===== src/rtl/ua_pkg.sv =====
// ua_pkg: UART state encoding and counter sizing helper.
// Shared by ua_receive and the transmitter.
package ua_pkg;

    typedef enum logic [2:0] {
        IDLE,
        START,
        DATA,
        STOP,
        WAIT_IDLE
    } ua_state_e;

    localparam int UaDataBits = 8;

    // Smallest width able to hold value-1, never below one bit.
    function automatic int ua_log2(input int value);
        int w;
        w = 0;
        for (int i = 0; i < 31; i++) begin
            if ((1 << i) < value) begin
                w = i + 1;
            end
        end
        return (w < 1) ? 1 : w;
    endfunction

endpackage


===== src/rtl/ua_sync.sv =====
// ua_sync: two-flop synchronizer for an asynchronous input.
// Both flops reset to ResetValue so the line reads idle after reset.
module ua_sync #(
    parameter logic ResetValue = 1'b1
) (
    input  logic Clock,
    input  logic Reset,
    input  logic D_i,
    output logic Q_o
);

    logic meta_q;
    logic sync_q;

    always_ff @(posedge Clock) begin
        if (Reset) begin
            meta_q <= ResetValue;
            sync_q <= ResetValue;
        end else begin
            meta_q <= D_i;
            sync_q <= meta_q;
        end
    end

    assign Q_o = sync_q;

endmodule


===== src/rtl/ua_receive.sv =====
// ua_receive: 8N1 UART receiver with a valid/ready byte output.
// Define UA_RECEIVE_FRAMING_ERR_EN to drop bad-stop bytes and pulse FramingError.
module ua_receive #(
    parameter int ClockFreq = 100_000_000,
    parameter int BaudRate  = 115_200
) (
    input  logic       Clock,
    input  logic       Reset,
    input  logic       SIn,
`ifdef UA_RECEIVE_FRAMING_ERR_EN
    output logic       FramingError,
`endif
    output logic [7:0] DataOut,
    output logic       DataOutValid,
    input  logic       DataOutReady
);

    import ua_pkg::*;

    localparam int SymbolEdgeTime = ClockFreq / BaudRate;
    localparam int SampleTime     = SymbolEdgeTime / 2;
    localparam int CntW           = ua_log2(SymbolEdgeTime);

    localparam logic [CntW-1:0] EdgeLast   = CntW'(SymbolEdgeTime - 1);
    localparam logic [CntW-1:0] SampleLast = CntW'(SampleTime - 1);
    localparam logic [CntW-1:0] CntOne     = CntW'(1);

    logic                  sin_sync;
    logic                  sin_prev_q;

    ua_state_e             state_q;
    ua_state_e             state_d;
    logic [CntW-1:0]       cnt_q;
    logic [CntW-1:0]       cnt_d;
    logic [2:0]            bit_q;
    logic [2:0]            bit_d;
    logic [UaDataBits-1:0] shift_q;
    logic [UaDataBits-1:0] shift_d;
    logic [UaDataBits-1:0] dout_q;
    logic [UaDataBits-1:0] dout_d;
    logic                  valid_q;
    logic                  valid_d;

    logic                  done;
    logic                  stop_ok;
    logic                  deliver;

`ifdef UA_RECEIVE_FRAMING_ERR_EN
    logic                  fe_q;
    logic                  fe_d;
`endif

    ua_sync #(
        .ResetValue(1'b1)
    ) u_sync (
        .Clock(Clock),
        .Reset(Reset),
        .D_i  (SIn),
        .Q_o  (sin_sync)
    );

    always_comb begin
        state_d = state_q;
        cnt_d   = cnt_q + CntOne;
        bit_d   = bit_q;
        shift_d = shift_q;
        done    = 1'b0;
        stop_ok = 1'b0;
        unique case (state_q)
            IDLE: begin
                cnt_d = '0;
                if (sin_prev_q && !sin_sync) begin
                    state_d = START;
                end
            end
            START: begin
                if (cnt_q == SampleLast) begin
                    cnt_d   = '0;
                    bit_d   = '0;
                    state_d = sin_sync ? IDLE : DATA;
                end
            end
            DATA: begin
                if (cnt_q == EdgeLast) begin
                    cnt_d   = '0;
                    shift_d = {sin_sync, shift_q[UaDataBits-1:1]};
                    bit_d   = bit_q + 3'd1;
                    if (bit_q == 3'd7) begin
                        state_d = STOP;
                    end
                end
            end
            STOP: begin
                if (cnt_q == EdgeLast) begin
                    cnt_d   = '0;
                    done    = 1'b1;
                    stop_ok = sin_sync;
                    state_d = sin_sync ? IDLE : WAIT_IDLE;
                end
            end
            WAIT_IDLE: begin
                cnt_d = '0;
                if (sin_sync) begin
                    state_d = IDLE;
                end
            end
            default: begin
                cnt_d   = '0;
                state_d = IDLE;
            end
        endcase
    end

    // A finished byte is only taken when the output slot is free or
    // being drained this cycle; otherwise it is an overrun and dropped.
    always_comb begin
`ifdef UA_RECEIVE_FRAMING_ERR_EN
        deliver = done && stop_ok;
        fe_d    = done && !stop_ok;
`else
        deliver = done;
`endif
        dout_d  = dout_q;
        valid_d = valid_q;
        if (valid_q && DataOutReady) begin
            valid_d = 1'b0;
        end
        if (deliver && (!valid_q || DataOutReady)) begin
            dout_d  = shift_q;
            valid_d = 1'b1;
        end
    end

    always_ff @(posedge Clock) begin
        if (Reset) begin
            state_q    <= IDLE;
            cnt_q      <= '0;
            bit_q      <= '0;
            shift_q    <= '0;
            dout_q     <= '0;
            valid_q    <= 1'b0;
            sin_prev_q <= 1'b1;
`ifdef UA_RECEIVE_FRAMING_ERR_EN
            fe_q       <= 1'b0;
`endif
        end else begin
            state_q    <= state_d;
            cnt_q      <= cnt_d;
            bit_q      <= bit_d;
            shift_q    <= shift_d;
            dout_q     <= dout_d;
            valid_q    <= valid_d;
            sin_prev_q <= sin_sync;
`ifdef UA_RECEIVE_FRAMING_ERR_EN
            fe_q       <= fe_d;
`endif
        end
    end

    assign DataOut      = dout_q;
    assign DataOutValid = valid_q;
`ifdef UA_RECEIVE_FRAMING_ERR_EN
    assign FramingError = fe_q;
`endif

endmodule

===== config.mk =====
export PLATFORM = sky130hd
export DESIGN_NAME = ua_receive
export DESIGN_NICKNAME = d
export VERILOG_FILES = /design/src/rtl/ua_pkg.sv /design/src/rtl/ua_sync.sv /design/src/rtl/ua_receive.sv
export SDC_FILE = /design/constraint.sdc
export NUM_CORES = 1
export LEC_CHECK = 0
export CORE_ASPECT_RATIO = 2
export CORE_MARGIN = 5
export CORE_UTILIZATION = 38
export CTS_CLUSTER_SIZE = 14
export DETAILED_ROUTE_END_ITERATION = 6
export RECOVER_POWER = 50
export SYNTH_ARGS = -nofsm -noshare
export SYNTH_HDL_FRONTEND = slang
export SYNTH_HIERARCHICAL = 1
export SYNTH_SLANG_ARGS = --single-unit

===== constraint.sdc =====
create_clock -name Clock -period 2.63 [get_ports Clock]
set_clock_uncertainty 0.05 [all_clocks]
set_input_delay 0.526 -clock Clock [delete_from_list [all_inputs] [get_ports Clock]]
set_output_delay 0.526 -clock Clock [all_outputs]
set_load 0.01 [all_outputs]

==> results of run 1 <==
-- cell type report --
cell class / count / area share
Multi-Input combinational cell: 134 / 0.447
Sequential cell: 36 / 0.388
Timing Repair Buffer: 13 / 0.0666
Clock buffer: 5 / 0.0370
Tap cell: 52 / 0.0350
Clock inverter: 3 / 0.0229
Inverter: 2 / 0.00404
-- state kept, by name, indices dropped and copies added, names as in the netlist --
register and count:
cnt_q 10, DataOut 8, shift_q 8, bit_q 3, state_q 3, DataOutValid 1, sin_prev_q 1, u_sync/Q_o 1
u_sync/meta_q 1
-- worst max path at each step --
stage / endpoint / cells after the start / slack (ps)
after floorplan: cnt_q[2]$_SDFF_PP0_ / 5 / 1050
after global placement: bit_q[0]$_SDFFE_PP0P_ / 5 / 820
after detailed placement: bit_q[1]$_SDFFE_PP0P_ / 5 / 740
after CTS: bit_q[1]$_SDFFE_PP0P_ / 5 / 740
after global routing: cnt_q[6]$_SDFF_PP0_ / 5 / 390
final: cnt_q[8]$_SDFF_PP0_ / 5 / 590
-- metrics by stage --
step | cell area [um^2] | std cells
after floorplan | 1610 | 180
final | 1860 | 245
after CTS | 1870 | 245
after detailed placement | 1760 | 237
after global placement | 1760 | 237
after global routing | 1860 | 245
-- cell usage after synthesis (all sizes together), types with 2 or more instances --
master | instances | area share
a21oi | 23 | 0.071
and3 | 2 | 0.0078
and4 | 3 | 0.016
buf | 5 | 0.017
clkbuf | 3 | 0.0078
dfxtp | 36 | 0.45
ha | 4 | 0.031
inv | 2 | 0.0047
nand2 | 20 | 0.047
nand2b | 2 | 0.0078
nand3 | 17 | 0.053
nand4 | 5 | 0.019
nor2 | 12 | 0.033
nor2b | 2 | 0.0078
nor3 | 4 | 0.019
nor3b | 3 | 0.021
o211ai | 2 | 0.0093
o21ai | 10 | 0.038
or2 | 4 | 0.016
xnor2 | 5 | 0.027
xor2 | 3 | 0.016
-- cell families (layout without fill, tap and decap cells) --
family	Yosys count	after routing	share of synthesized area
xor+xnor	8	8	0.0435
simple gates	82	82	0.293
fa+ha+maj	4	4	0.0311
buf+inv	10	23	0.0295
compound gates	40	40	0.155
flops	36	36	0.448
-- cells in the final DEF, fill, tap and decap left out, drive strengths merged, types with 2 or more instances in the layout --
cell / netlist / routed
dfxtp: 36 / 36
a21oi: 23 / 23
nand2: 20 / 20
nand3: 17 / 17
nor2: 12 / 12
dlygate4sd3: 0 / 10
o21ai: 10 / 10
clkbuf: 3 / 6
nand4: 5 / 5
xnor2: 5 / 5
ha: 4 / 4
or2: 4 / 4
nor3: 4 / 4
and4: 3 / 3
xor2: 3 / 3
nor3b: 3 / 3
inv: 2 / 2
nor2b: 2 / 2
nand2b: 2 / 2
and3: 2 / 2
o211ai: 2 / 2
clkdlybuf4s50: 0 / 2
-- where the power goes --
| group | internal [mW] | leakage (nW) | switching [mW] |
|---|---|---|---|
| sequential | 0.550 | 0.291 | 0.00968 |
| combinational | 0.0188 | 0.268 | 0.0209 |
| clock | 0.280 | 0.0541 | 0.192 |
| total | 0.849 | 0.612 | 0.222 |
-- layer usage --
layer | global-route usage | share of wire | vias up
met5 | 0 | 0 | -
met1 | 0.0984 | 0.34 | 615
met3 | 0.0329 | 0.031 | 5
li1 | - | - | 667
met4 | 0.0494 | 0.016 | 0
met2 | 0.255 | 0.61 | 18
==> qor.txt, run 1 <==
Outcome - complete, no violations
Synth cell types - 41
Post-synthesis sequential area ratio - 0.448
Class of the worst hold path - flop to flop
Critical path class - flop to flop
Peak supply drop - 0.347 mV
# port buffers - 12
Setup ws final - 590 ps
Synth Area per Inst - 8.95 um^2
CTS root buf - clkbuf_8
Total Wirelength - 3080 um
Vias - 1305
CTS Buf Count - 5
Total Power - 1.07 mW
Final core occ - 0.455
Multi-input gate area - 831 um^2
Clock buffer depth - 2
Req. time, crit path - 2720 ps
Core region area - 4090 um^2
Reg2reg path depth - 5
DR iter-0 viols - 11
Worst reg2reg path startpoint - cnt_q[0]$_SDFF_PP0_
Worst setup path start - cnt_q[0]$_SDFF_PP0_
CP bufs+invs - 0
Post-CTS sizing - 0
Final setup vio count - 0
Final Net Count - 200
Mapped Cells - 180
Setup tns final - 0 ps
Cell Pwr Density - 576 nW/um^2
First-pass GRT wire length - 5440 um
Top-Level Pins - 13
Cell row count - 33
Yosys warnings - 6
R2r setup slk - 590 ps
Reg-to-Reg End - cnt_q[8]$_SDFF_PP0_
Layout cells sized above 1 - 0.0725
Total clock sinks - 36
Die X-Extent - 56.0 um
Fin. max-slew vios - 0
Crit-path max FO - 10
Post-synth EDFFs - 0
Hold wc startpoint - u_sync/meta_q$_SDFF_PP1_
Max_cap viols - 0
1st-pass router iterations - 4
Routability cong. - 0.744
Die Height - 102 um
Post-synthesis cell area - 1610 um^2
CTS H-tree lvls - 2
FMAX - 0.490 GHz
Syn-to-layout area delta - 15.5%
Latest clock arrival within the worst-skew pair - 280 ps
Initial antenna violation count - 0
Vias in the first global route - 1283
Hold Path Stages - 1
Crit path cell chain - ha_1 -> nand4b_1 -> o31a_1 -> o21ai_1 -> nor2_1
Leak pwr - 0.612 nW
Kind of cell adding the most delay to the critical path - compound AO/OA/AOI/OAI gates
Setup crit end kind - flop
Setup crit start kind - flop
Worst path slowest cell - o21ai_1
CTS clk-pin slew, worst paths - 70 ps
Starting Density - 0.394
Filler cells - 401
DP Wirelength - 2450 um
Routed vias/inst - 5.33
DRC - 0
Worst Path Arrival - 2130 ps
Overall Global Routing Usage - 0.120
DRT antenna net count - 0
Relative slew slack - 0.379
Worst slew pin tran - 931 ps
Sequential cell area - 721 um^2
Post-CTS setup buffers - 0
Die footprint - 5720 um^2
GRT Residual Overflow - 0
Largest net degree at the start of global routing - 24
CTS tree - yes
Unrepaired setup endpoints after global routing - false
Antenna cells - 0
Place WS - 743 ps
WL/cell - 12.6 um
Hold-fix buffers, CTS - 0
Post-route minimum period - 2040 ps
Syn nets - 188
Crit share post-route - 0.776
Asr flop ratio synth - 0
Synth Register Bits - 36
CP max stage delay - 520 ps
Top FF cell, synth - dfxtp_1
Fin. Hold Viols - 0
Hold EP - u_sync/Q_o$_SDFF_PP1_
Hold Slack - 367 ps
Note: power is estimated with default switching activity, not from simulation.
==> run 2: changes to the inputs <==
Clock period 2.63 ns to 1.8 ns, I/O delays scaled along.
==> run 2 against run 1 <==
Cell count up 2.0%. Critical endpoint is now cnt_q[6]$_SDFF_PP0_. Highest routed layer unchanged. Non-clock buffer count up 6. Largest power group unchanged. Clock power up 28%. Critical path type unchanged.
==> qor.txt, run 2 (same netlist as run 1, synthesis figures left out) <==
DP Wirelength - 2680 um (+9.2%)
Worst slew pin tran - 555 ps (-376 ps)
Kind of cell adding the most delay to the critical path - compound AO/OA/AOI/OAI gates
Req. time, crit path - 1910 ps (-810 ps)
WL/cell - 13.4 um (+6.1%)
GRT Residual Overflow - 0 (unchanged)
Gr busiest metal - met2
Top-Level Pins - 13 (unchanged)
R2r setup slk - 140 ps (-450 ps)
CTS Buf Count - 5 (unchanged)
Worst reg2reg path startpoint - cnt_q[1]$_SDFF_PP0_
Routed vias/inst - 5.36 (+0.63%)
CTS clk-pin slew, worst paths - 60 ps (about the same)
Die footprint - 5720 um^2 (unchanged)
Crit-path max FO - 10 (unchanged)
Setup crit end kind - flop
Routability cong. - 0.734 (-1.4%)
Starting Density - 0.394 (unchanged)
Die X-Extent - 56.0 um (unchanged)
Clock buffer depth - 2 (unchanged)
Met2 global-route usage - 0.271 (+0.0153)
Commonest non-fill, non-tap cell in the layout - dfxtp_1
CP bufs+invs - 0 (unchanged)
Worst Path Arrival - 1770 ps (-360 ps)
Die Height - 102 um (unchanged)
Outcome - complete, no violations
Overall Global Routing Usage - 0.131 (+0.0104)
Crit path cell chain - ha_1 -> nand4b_1 -> o31a_1 -> o21ai_4 -> nor2b_1
Hold Slack - 356 ps (-10.9 ps)
CTS tree - yes
Syn-to-layout area delta - 18.4%
Most frequent cells in the layout - 36 x dfxtp_1, 23 x a21oi_1, 20 x nand2_1
Crit share post-route - 0.923 (+0.147)
DR iter-0 viols - 35 (+24)
Worst path slowest cell - dfxtp_1
Latest clock arrival within the worst-skew pair - 280 ps (about the same)
Comb pwr share - 0.043 (+0.006)
Cell row count - 33 (unchanged)
Setup tns final - 0 ps (unchanged)
Cell-internal power - 1.17 mW (+38%)
Reg with most FFs - cnt_q
Final Net Count - 206 (+3.0%)
Total clock sinks - 36 (unchanged)
Sw Ratio - 0.209 (+0.00161)
Unrepaired setup endpoints after global routing - false
Hold EP - u_sync/Q_o$_SDFF_PP1_
Hold Path Stages - 1 (unchanged)
DRT antenna net count - 0 (unchanged)
CTS H-tree lvls - 2 (unchanged)
FMAX - 0.602 GHz (+23%)
Part of the power in registers - 0.551 (+0.029)
Fin. Hold Viols - 0 (unchanged)
Core region area - 4090 um^2 (unchanged)
Largest net degree at the start of global routing - 24 (unchanged)
Post-route minimum period - 1660 ps (-379 ps)
Vias - 1340 (+2.7%)
Met3 global-route usage - 0.0291 (-0.00379)
Final setup vio count - 0 (unchanged)
Initial antenna violation count - 0 (unchanged)
Vias in the first global route - 1390 (+8.3%)
Max_cap viols - 0 (unchanged)
Layout cells sized above 1 - 0.116 (+0.0436)
Class of the worst hold path - flop to flop
Peak supply drop - 0.695 mV (+100%)
Total Wirelength - 3340 um (+8.3%)
Relative slew slack - 0.629 (+0.250)
Antenna cells - 0 (unchanged)
Reg-to-Reg End - cnt_q[6]$_SDFF_PP0_
Setup crit start kind - flop
First-pass GRT wire length - 5910 um (+8.6%)
Critical path class - flop to flop
# port buffers - 12 (unchanged)
DRC - 0 (unchanged)
Leak pwr - 0.643 nW (+5.0%)
Part of the power in the clock network - 0.406 (-0.035)
CTS root buf - clkbuf_8
Cell Pwr Density - 778 nW/um^2 (+35%)
Largest register FFs - 10 (unchanged)
CP max stage delay - 370 ps (-150 ps)
Net Switching - 310 uW (+40%)
Hold wc startpoint - u_sync/meta_q$_SDFF_PP1_
1st-pass router iterations - 4 (unchanged)
Met1 global-route usage - 0.110 (+0.0116)
Reg2reg path depth - 5 (unchanged)
Fin. max-slew vios - 0 (unchanged)
Post-CTS setup buffers - 0 (unchanged)
==> run 2: cell count changes in the layout (fill, tap and decap cells not counted), sizes merged <==
cell      change
buf           +5
clkbuf        +3
bufinv        -1
clkinv        -1
clkinvlp      -1
==> run 2: metrics by stage <==
stage               total power [mW]  cells  worst slack [ps]  utilization  cell area, um^2
floorplan                      0.881    180               219            -             1610
global placement               0.899    243               162        0.442             1810
detailed placement             0.901    243               102        0.442             1810
CTS                             1.50    250               132        0.466             1900
global route                    1.55    250              21.3        0.466             1910
finish                          1.48    250               139        0.466             1910
==> run 2: how the worst max path moves through the flow <==
stage	slack, ps	cells after the start	to	from
2_1_floorplan	220	5	cnt_q[2]$_SDFF_PP0_	cnt_q[0]$_SDFF_PP0_
3_3_place_gp	160	5	DataOut[1]$_SDFFE_PP0P_	DataOutReady
3_5_place_dp	100	5	DataOut[0]$_SDFFE_PP0P_	DataOutReady
4_1_cts	130	5	cnt_q[9]$_SDFF_PP0_	cnt_q[1]$_SDFF_PP0_
5_1_grt	20	6	shift_q[5]$_SDFFE_PP0P_	cnt_q[1]$_SDFF_PP0_
6_report	140	5	cnt_q[6]$_SDFF_PP0_	cnt_q[1]$_SDFF_PP0_
==> run 2: final cells by class <==
cell class	instances	area, um^2
Inverter	2	7.51
Fill cell	395	2180
Multi-Input combinational cell	134	850
Tap cell	52	65.1
Sequential cell	36	721
Clock buffer	7	96.3
Timing Repair Buffer	19	168
==> run 2: per-layer routing <==
layer / vias up / routed length (um)
met5: - / 0
met3: 9 / 108
li1: 678 / -
met4: 0 / 103
met1: 630 / 1150
met2: 23 / 1980
==> run 2: worst reg2reg max path, delay by kind of cell, from the launching register on <==
family                     cells  cell delay, ps
and+or+nand+nor                2             280
adders and majority gates      1             200
AOI/OAI and AO/OA              2             640
DFF                            1             370
==> run 2: timing repair <==
item | CTS | global route
hold buffers | 0 | 0
setup endpoints to repair | 0 | 2
gates resized for setup | 0 | 2
hold endpoints to repair | 0 | 0
==> run 2: power by group through the flow <==
| stage | clock network, mW | registers [mW] | logic [mW] |
|---|---|---|---|
| floorplan | 0 | 0.824 | 0.0573 |
| global placement | 0 | 0.835 | 0.0636 |
| detailed placement | 0 | 0.835 | 0.0655 |
| CTS | 0.620 | 0.817 | 0.0657 |
| global route | 0.664 | 0.818 | 0.0711 |
| finish | 0.603 | 0.817 | 0.0635 |
